### src/rtl/vga_sync.sv
// VGA timing generator: free-running x/y raster counters, sync decode, and a
// colour/sync alignment pipeline ending in a blanked output register stage.
module vga_sync #(
    parameter int unsigned H_VISIBLE  = 640,
    parameter int unsigned H_FRONT    = 16,
    parameter int unsigned H_SYNC     = 96,
    parameter int unsigned H_BACK     = 48,
    parameter int unsigned V_VISIBLE  = 480,
    parameter int unsigned V_FRONT    = 10,
    parameter int unsigned V_SYNC     = 2,
    parameter int unsigned V_BACK     = 33,
    parameter int unsigned PIPE_DELAY = 1
) (
    input  logic       CLK_DRAW,
    input  logic       RST_N,
    output logic [9:0] x,
    output logic [9:0] y,
    output logic       VIDEO_ON,
    output logic       FRAME_TICK,
    input  logic [4:0] RED,
    input  logic [5:0] GREEN,
    input  logic [4:0] BLUE,
    output logic [4:0] VGA_RED,
    output logic [5:0] VGA_GREEN,
    output logic [4:0] VGA_BLUE,
    output logic       HSYNC,
    output logic       VSYNC
);

    localparam int unsigned H_TOTAL = H_VISIBLE + H_FRONT + H_SYNC + H_BACK;
    localparam int unsigned V_TOTAL = V_VISIBLE + V_FRONT + V_SYNC + V_BACK;

    localparam logic [9:0] H_VIS_END  = 10'(H_VISIBLE);
    localparam logic [9:0] H_SYNC_BEG = 10'(H_VISIBLE + H_FRONT);
    localparam logic [9:0] H_SYNC_END = 10'(H_VISIBLE + H_FRONT + H_SYNC);
    localparam logic [9:0] H_LAST     = 10'(H_TOTAL - 1);
    localparam logic [9:0] V_VIS_END  = 10'(V_VISIBLE);
    localparam logic [9:0] V_SYNC_BEG = 10'(V_VISIBLE + V_FRONT);
    localparam logic [9:0] V_SYNC_END = 10'(V_VISIBLE + V_FRONT + V_SYNC);
    localparam logic [9:0] V_LAST     = 10'(V_TOTAL - 1);

    typedef logic [PIPE_DELAY-1:0] pipe_t;

    logic [9:0] x_q, x_d;
    logic [9:0] y_q, y_d;
    logic       x_wrap;
    logic       hsync_raw, vsync_raw;
    pipe_t      hs_pipe_q, hs_pipe_d;
    pipe_t      vs_pipe_q, vs_pipe_d;
    pipe_t      von_pipe_q, von_pipe_d;
    logic       hs_dly, vs_dly, von_dly;

    // Raster counters
    always_comb begin
        x_wrap = (x_q == H_LAST);
        x_d    = x_wrap ? 10'd0 : x_q + 10'd1;
        y_d    = y_q;
        if (x_wrap) begin
            y_d = (y_q == V_LAST) ? 10'd0 : y_q + 10'd1;
        end
    end

    assign x = x_q;
    assign y = y_q;

    // Zero-latency decodes of the current raster position
    always_comb begin
        VIDEO_ON   = (x_q < H_VIS_END) && (y_q < V_VIS_END);
        FRAME_TICK = x_wrap && (y_q == V_LAST);
        hsync_raw  = !((x_q >= H_SYNC_BEG) && (x_q < H_SYNC_END));
        vsync_raw  = !((y_q >= V_SYNC_BEG) && (y_q < V_SYNC_END));
    end

    // Bit 0 is the newest stage; the MSB lines up with the colour inputs.
    always_comb begin
        hs_pipe_d     = hs_pipe_q << 1;
        vs_pipe_d     = vs_pipe_q << 1;
        von_pipe_d    = von_pipe_q << 1;
        hs_pipe_d[0]  = hsync_raw;
        vs_pipe_d[0]  = vsync_raw;
        von_pipe_d[0] = VIDEO_ON;
    end

    assign hs_dly  = hs_pipe_q[PIPE_DELAY-1];
    assign vs_dly  = vs_pipe_q[PIPE_DELAY-1];
    assign von_dly = von_pipe_q[PIPE_DELAY-1];

    always_ff @(posedge CLK_DRAW or negedge RST_N) begin
        if (!RST_N) begin
            x_q        <= 10'd0;
            y_q        <= 10'd0;
            hs_pipe_q  <= '1;
            vs_pipe_q  <= '1;
            von_pipe_q <= '0;
            HSYNC      <= 1'b1;
            VSYNC      <= 1'b1;
            VGA_RED    <= '0;
            VGA_GREEN  <= '0;
            VGA_BLUE   <= '0;
        end else begin
            x_q        <= x_d;
            y_q        <= y_d;
            hs_pipe_q  <= hs_pipe_d;
            vs_pipe_q  <= vs_pipe_d;
            von_pipe_q <= von_pipe_d;
            HSYNC      <= hs_dly;
            VSYNC      <= vs_dly;
            // Blank colour whenever the aligned pixel is outside the visible area
            VGA_RED    <= von_dly ? RED   : 5'd0;
            VGA_GREEN  <= von_dly ? GREEN : 6'd0;
            VGA_BLUE   <= von_dly ? BLUE  : 5'd0;
        end
    end

endmodule

### config.mk
export PLATFORM = sky130hd
export DESIGN_NAME = vga_sync
export DESIGN_NICKNAME = d
export VERILOG_FILES = /design/src/rtl/vga_sync.sv
export SDC_FILE = /design/constraint.sdc
export NUM_CORES = 1
export LEC_CHECK = 0
export CORE_UTILIZATION = 45
export CTS_CLUSTER_SIZE = 14
export DETAILED_ROUTE_END_ITERATION = 16
export GPL_TIMING_DRIVEN = 1
export PLACE_DENSITY = 0.79
export SLEW_MARGIN = 30
export SYNTH_ARGS = -nofsm -noshare
export SYNTH_HDL_FRONTEND = slang
export SYNTH_SLANG_ARGS = --single-unit
### constraint.sdc
create_clock -name CLK_DRAW -period 2.05 [get_ports CLK_DRAW]
set_input_delay 0.3075 -clock CLK_DRAW [delete_from_list [all_inputs] [get_ports CLK_DRAW]]
set_output_delay 0.3075 -clock CLK_DRAW [all_outputs]
set_load 0.005 [all_outputs]
==> flow_metrics.env, run 1 <==
export IMPL_cap_violations=0
export IMPL_slowest_stage="dfrtp_1"
export IMPL_clock_sinks=41
export IMPL_clockBufferDepth=2
export IMPL_clk_pin_slew_worst_paths_ps=80
export IMPL_synth_area_mux_share=0.00584
export IMPL_drive_gt1_frac=0.178
export IMPL_ff2ff_setup_slack_ps=130
export IMPL_leakage_uw=0.00112
export IMPL_io_pins=58
export IMPL_startpoint_type="flop"
export IMPL_synthSimpleGateAreaFrac=0.253
export IMPL_ys_ff_latch=41
export IMPL_dieArea_sq_mm=0.00406
export IMPL_synth_compound_area_frac=0.0329
export IMPL_rr_startpoint="y[0]$_DFFE_PN0N_"
export IMPL_fin_nets=251
export IMPL_cts_buffers=5
export IMPL_synth_top_family_by_area="simple AND/OR/NAND/NOR gates"
export IMPL_vdd_drop_max_mv=0.386
export IMPL_critPathBufInv=3
export IMPL_end_kind="output pin"
export IMPL_core_sq_mm=0.00366
export IMPL_place_congestion=0.835
export IMPL_crit_arrival_ps=1620
export IMPL_viasPerCell=5.00
export IMPL_die_y_um=63.7
export IMPL_via_count=1389
export IMPL_power_density_mw_per_mm2=605
export IMPL_relSlewSlack=0.793
export IMPL_outcome="complete, no violations"
export IMPL_synth_area_top_cells="dfrtp_1, and2_1, dfstp_2"
export IMPL_grt_pass1_vias=1395
export IMPL_dp_hpwl_mm=2.49
export IMPL_cts_tree="yes"
export IMPL_syn_area_per_cell_sq_um=11.3
export IMPL_synthXorXnorAreaFrac=0.0511
export IMPL_crit_end="FRAME_TICK"
export IMPL_drc=0
export IMPL_die_width_um=63.7
export IMPL_critPathKind="flop to output pin"
export IMPL_wl_mm=3.86
export IMPL_synth_warnings=0
export IMPL_final_max_slew_viol_count=0
export IMPL_crit_fanout=2
export IMPL_root_buffer="clkbuf_8"
export IMPL_synth_top_area_frac=0.541
export IMPL_grt_pass1_wl_mm=6.31
export IMPL_skew_ps=6.55
export IMPL_io_buffers=57
export IMPL_synth_top_cell_by_area="dfrtp_1"
export IMPL_num_antenna_cells=0
export IMPL_max_freq_ghz=0.519
export IMPL_post_place_cells=260
export IMPL_min_period_ps=1930
export IMPL_fin_crit_sh=0.940
export IMPL_setup_violations_final=0
export IMPL_avgRoutedWirePerCell_um=13.9
export IMPL_insertion_delay_ps=280
export IMPL_htreeDepth=2
export IMPL_area_delta_synth_final_pct=52.4
export IMPL_drtPass1Iterations=4
export IMPL_rsz0062_at_grt="no"
export IMPL_layout_commonest_cell="clkdlybuf4s50_1"
export IMPL_crit_chain="inv_2 > ha_2 > nor4bb_4 > nand3_1 > buf_4 > nor2_1 > clkbuf_2"
export IMPL_hp_class="flop to flop"
export IMPL_synth_nets=173
export IMPL_initial_core_util=0.468
export IMPL_ys_seq_area_frac=0.602
export IMPL_grt_overflow=0
export IMPL_ff2ff_path_depth=11
export IMPL_synthCells=151
export IMPL_setup_tns_final_ps=0
export IMPL_antenna_found_initial=0
export IMPL_synth_adder_area_share=0.0292
export IMPL_grt_max_degree=42
export IMPL_cp_required_ps=1740
export IMPL_utilization=0.713
export IMPL_cp_top_family="simple AND/OR/NAND/NOR gates"
export IMPL_crit_start="y[0]$_DFFE_PN0N_"
export IMPL_synth_area_sq_mm=0.00171
export IMPL_dr_first_iter_drc_count=51
export IMPL_rows=22
export IMPL_worstMarginPinSlew_ps=310
export IMPL_finalHoldViolCount=0
export IMPL_yosys_cell_types_count=30
export IMPL_grt_use_total=0.204
export IMPL_path_depth=7
export IMPL_timing_rr_end="y[9]$_DFFE_PN0N_"
export IMPL_ant_nets=0
export IMPL_fin_cells=278
export IMPL_final_cell_mix="clkdlybuf4s50_1, dfrtp_1, and2_1, buf_4, nand3_1"
export IMPL_max_stage_delay_ps=390
==> final cells by class <==
class | instances | area [sq um]
well taps | 48 | 60.1
repair buffers | 76 | 721
fillers | 261 | 1050
clock buffers | 7 | 86.3
inverters | 5 | 18.8
flip-flops and latches | 41 | 1030
clock inverters | 1 | 30.0
multi-input cells | 100 | 661
==> Yosys cell counts (all sizes together) <==
master / number
xor2: 5
nor2b: 1
or4: 2
nor4b: 1
inv: 5
and3: 5
a31oi: 1
nor3: 4
nand2: 11
a21oi: 3
ha: 4
nand4: 4
mux2i: 1
nor3b: 1
dfrtp: 37
nand2b: 1
and2: 18
clkbuf: 1
buf: 4
dfstp: 4
or3: 1
xnor2: 5
nor4bb: 1
and4: 2
nor2: 7
nand3: 15
o21ai: 7
==> cells by family after synthesis <==
group	after synthesis
fa+ha+maj	4
compound gates	11
xor+xnor	10
flops	41
buf+inv	10
mux	1
simple gates	74
==> stage by stage <==
stage | power [uW] | hold WS [ps] | cell area [sq um] | setup slack [ps]
3_5_place_dp | 941 | 291 | 2390 | 159
4_1_cts | 1600 | 358 | 2580 | -3.57
5_1_grt | 1640 | 359 | 2610 | 14.3
6_report | 1580 | 357 | 2610 | 123
2_1_floorplan | 857 | 11.9 | 1710 | 390
3_3_place_gp | 940 | 291 | 2390 | 196
==> routing by layer <==
metal,global-route usage,share of wire
met5,0,0
met4,0.0938,0.012
met3,0.0580,0.079
met2,0.327,0.46
met1,0.254,0.45
==> report_power, final <==
part / total (uW) / internal (uW) / leakage (uW) / switching [uW]
clock network: 654 / 397 / 0.0000585 / 257
registers: 828 / 824 / 0.000499 / 3.75
logic: 97.7 / 66.6 / 0.000558 / 31.2
total: 1580 / 1290 / 0.00112 / 292
==> state kept, by name, indices dropped and copies added, names as in the netlist <==
register and count:
vs_dly 1, VSYNC 1, HSYNC 1, y 10, von_dly 1, x 10
VGA_GREEN 6, VGA_BLUE 5, hs_dly 1, VGA_RED 5
==> timing repair <==
action | 4_1_cts | 5_1_grt
hold endpoints to repair | 37 | 0
setup buffers | 6 | 5
resized for setup | 8 | 9
hold buffers | 1 | 0
setup endpoints to repair | 2 | 8
pin swaps | 1 | 2
==> how the worst min path moves through the flow <==
stage                     depth (start not counted)  slack [ps]                    end              from
after global routing                              0         360        VSYNC$_DFF_PN1_  vs_dly$_DFF_PN1_
after global placement                            2         290  VGA_BLUE[1]$_DFF_PN0_             RST_N
after CTS                                         0         360        VSYNC$_DFF_PN1_  vs_dly$_DFF_PN1_
after detailed placement                          2         290  VGA_BLUE[1]$_DFF_PN0_             RST_N
final                                             0         360        VSYNC$_DFF_PN1_  vs_dly$_DFF_PN1_
after floorplan                                   0          10  VGA_BLUE[0]$_DFF_PN0_             RST_N
(Power assumes the default switching activity.)
==> run 2, diff against run 1 <==
- ABC_AREA: not set -> 1
- CORE_UTILIZATION: 45 -> 46
==> run 2 against run 1 <==
  * Critical path depth shrank 2
  * Highest routed layer unchanged
  * Clock power rose by 1%
  * Critical endpoint unchanged
  * First-iteration DRC count increased by 73%
  * Global-route usage increased by 0.64 points
  * Routed wire length up 4.8%
  * Die area grew 6.3%
==> flow_metrics.env, run 2 <==
export IMPL_synth_flop_cell="dfrtp_1"
export IMPL_cap_violations=0
export IMPL_layout_area_seq_sq_mm=0.00103
export IMPL_fin_nets=308
export IMPL_ff2ff_setup_slack_ps=560
export IMPL_cts_buffers=5
export IMPL_setup_violations_final=0
export IMPL_clk_pin_slew_worst_paths_ps=70
export IMPL_outcome="complete, no violations"
export IMPL_avgRoutedWirePerCell_um=12.1
export IMPL_synth_area_top_cells="dfrtp_1, nand2_1, inv_1"
export IMPL_vdd_drop_max_mv=0.423
export IMPL_crit_start="y[9]$_DFFE_PN0N_"
export IMPL_fin_crit_sh=0.937
export IMPL_rows=22
export IMPL_grt_pass1_wl_mm=6.71
export IMPL_dpl_worst_slack_ps=160
export IMPL_wl_mm=4.05
export IMPL_multiInputGateArea_sq_um=674
export IMPL_synthTopCellsByCount="nand2_1, inv_1, dfrtp_1"
export IMPL_viasPerCell=4.73
export IMPL_yosysMostFrequentCell="nand2_1"
export IMPL_ff2ff_path_depth=6
export IMPL_critPathKind="flop to output pin"
export IMPL_synth_nets=233
export IMPL_max_freq_ghz=0.521
export IMPL_core_sq_mm=0.00377
export IMPL_rsz0062_at_grt="no"
export IMPL_fin_ws_ps=129
export IMPL_setup_tns_final_ps=0
export IMPL_startpoint_type="flop"
export IMPL_crit_end="FRAME_TICK"
export IMPL_cts_tree="yes"
export IMPL_clock_sinks=41
export IMPL_ant_nets=0
export IMPL_hold_ws_ps=50.6
export IMPL_syn_area_per_cell_sq_um=8.84
export IMPL_area_delta_synth_final_pct=46.0
export IMPL_ys_ff_latch=41
export IMPL_yosys_cell_types_count=24
export IMPL_min_period_ps=1920
export IMPL_synth_top_cell_by_area="dfrtp_1"
export IMPL_crit_arrival_ps=1610
export IMPL_post_route_cell_area_sq_mm=0.00272
export IMPL_place_congestion=0.897
export IMPL_dp_hpwl_mm=2.98
export IMPL_synth_area_sq_mm=0.00186
export IMPL_finalHoldViolCount=0
export IMPL_place_area_sq_mm=0.00254
export IMPL_power_total_uw=1590
export IMPL_grt_pass1_vias=1504
export IMPL_relSlewSlack=0.672
export IMPL_io_buffers=57
export IMPL_initial_core_util=0.494
export IMPL_final_max_slew_viol_count=0
export IMPL_synth_top_area_frac=0.497
export IMPL_skew_ps=7.73
export IMPL_fillers=295
export IMPL_synthArstFlopShare=1.00
export IMPL_worstMarginPinSlew_ps=492
export IMPL_drive_gt1_frac=0.136
export IMPL_leakage_uw=0.00132
export IMPL_root_buffer="clkbuf_8"
export IMPL_layout_commonest_cell="clkdlybuf4s50_1"
export IMPL_synthCells=211
export IMPL_insertion_delay_ps=290
export IMPL_antenna_found_initial=0
export IMPL_htreeDepth=2
export IMPL_via_count=1583
export IMPL_power_density_mw_per_mm2=583
export IMPL_crit_fanout=6
export IMPL_die_width_um=65.7
export IMPL_end_kind="output pin"
export IMPL_final_cell_mix="clkdlybuf4s50_1, nand2_1, inv_1, dfrtp_1, buf_4"
export IMPL_cp_required_ps=1740
export IMPL_grt_overflow=0
export IMPL_grt_max_degree=42
export IMPL_hp_class="input pin to asynchronous set/reset pin"
export IMPL_drtPass1Iterations=4
export IMPL_grt_use_total=0.211
export IMPL_clockBufferDepth=2
export IMPL_synth_warnings=0
export IMPL_die_y_um=65.7
export IMPL_timing_rr_end="y[5]$_DFFE_PN0N_"
export IMPL_ys_seq_area_frac=0.553
export IMPL_synth_edf_count=0
export IMPL_io_pins=58
export IMPL_rr_startpoint="x[1]$_DFF_PN0_"
export IMPL_dieArea_sq_mm=0.00431
export IMPL_drc=0
export IMPL_dr_first_iter_drc_count=88
export IMPL_num_antenna_cells=0
==> run 2: cell count changes after synthesis, moves of 3 or more <==
| cell | previous run | this run |
|---|---|---|
| and3_1 | 5 | 0 |
| nand2_1 | 11 | 51 |
| nand4_1 | 4 | 7 |
| inv_1 | 5 | 43 |
| nor3_1 | 4 | 7 |
| o21ai_0 | 5 | 11 |
| buf_2 | 3 | 0 |
| nand3_1 | 14 | 9 |
| nor2_1 | 7 | 13 |
| and2_1 | 18 | 0 |
| xnor2_1 | 5 | 1 |
==> run 2: final cells by class <==
cell class / instances / area share
flip-flops and latches: 41 / 0.379
multi-input cells: 122 / 0.248
clock inverters: 1 / 0.0110
well taps: 48 / 0.0221
clock buffers: 7 / 0.0317
inverters: 45 / 0.0620
repair buffers: 71 / 0.247
==> run 2: repair_timing <==
item	CTS	global route
resized for setup	4	3
pin swaps	0	1
setup endpoints to repair	2	1
setup buffers	5	0
hold buffers	0	0
==> run 2: logic make-up (layout without fill, tap and decap cells) <==
logic type,Yosys count,after routing,share of synthesized area
compound gates,15,15,0.0416
xor+xnor,7,7,0.0329
fa+ha+maj,4,4,0.0268
buf+inv,48,124,0.101
flops,41,41,0.553
simple gates,96,96,0.245
==> run 2: worst max-delay path, stage by stage (launching register included) <==
cell	delay, ps
dfrtp_1	460
inv_1	90
nor2_1	160
nand2_1	90
nor4_2	260
dlygate4sd2_1	260
==> run 2: worst min path at each step <==
| stage | startpoint | to | slack, ps | cells past startpoint |
|---|---|---|---|---|
| 6_report | RST_N | x[6]$_DFF_PN0_ | 50 | 2 |
| 5_1_grt | RST_N | x[5]$_DFF_PN0_ | 110 | 2 |
| 4_1_cts | RST_N | x[4]$_DFF_PN0_ | 70 | 2 |
| 3_5_place_dp | hs_dly$_DFF_PN1_ | HSYNC$_DFF_PN1_ | 350 | 0 |
| 3_3_place_gp | vs_dly$_DFF_PN1_ | VSYNC$_DFF_PN1_ | 350 | 0 |
| 2_1_floorplan | RST_N | VGA_BLUE[0]$_DFF_PN0_ | 10 | 0 |
==> run 2: per-stage QoR <==
| stage | util | cells |
|---|---|---|
| CTS | 0.717 | 335 |
| detailed placement | 0.673 | 322 |
| global route | 0.722 | 335 |
| floorplan | - | 211 |
| finish | 0.722 | 335 |
| global placement | 0.673 | 322 |
==> run 2: layer usage <==
layer | up-vias | wire length (um) | GRT usage
met1 | 736 | 1710 | 0.250
met2 | 43 | 2070 | 0.365
met3 | 7 | 219 | 0.0608
met5 | - | 0 | 0
met4 | 0 | 53 | 0.0652
li1 | 797 | - | -
==> run 2: power by group <==
part / switching [uW] / internal, uW / leakage [uW] / total [uW]
Sequential: 4.22 / 824 / 0.000502 / 829
Clock: 266 / 397 / 0.0000585 / 663
Combinational: 34.3 / 60.1 / 0.000758 / 94.5
Total: 305 / 1280 / 0.00132 / 1590
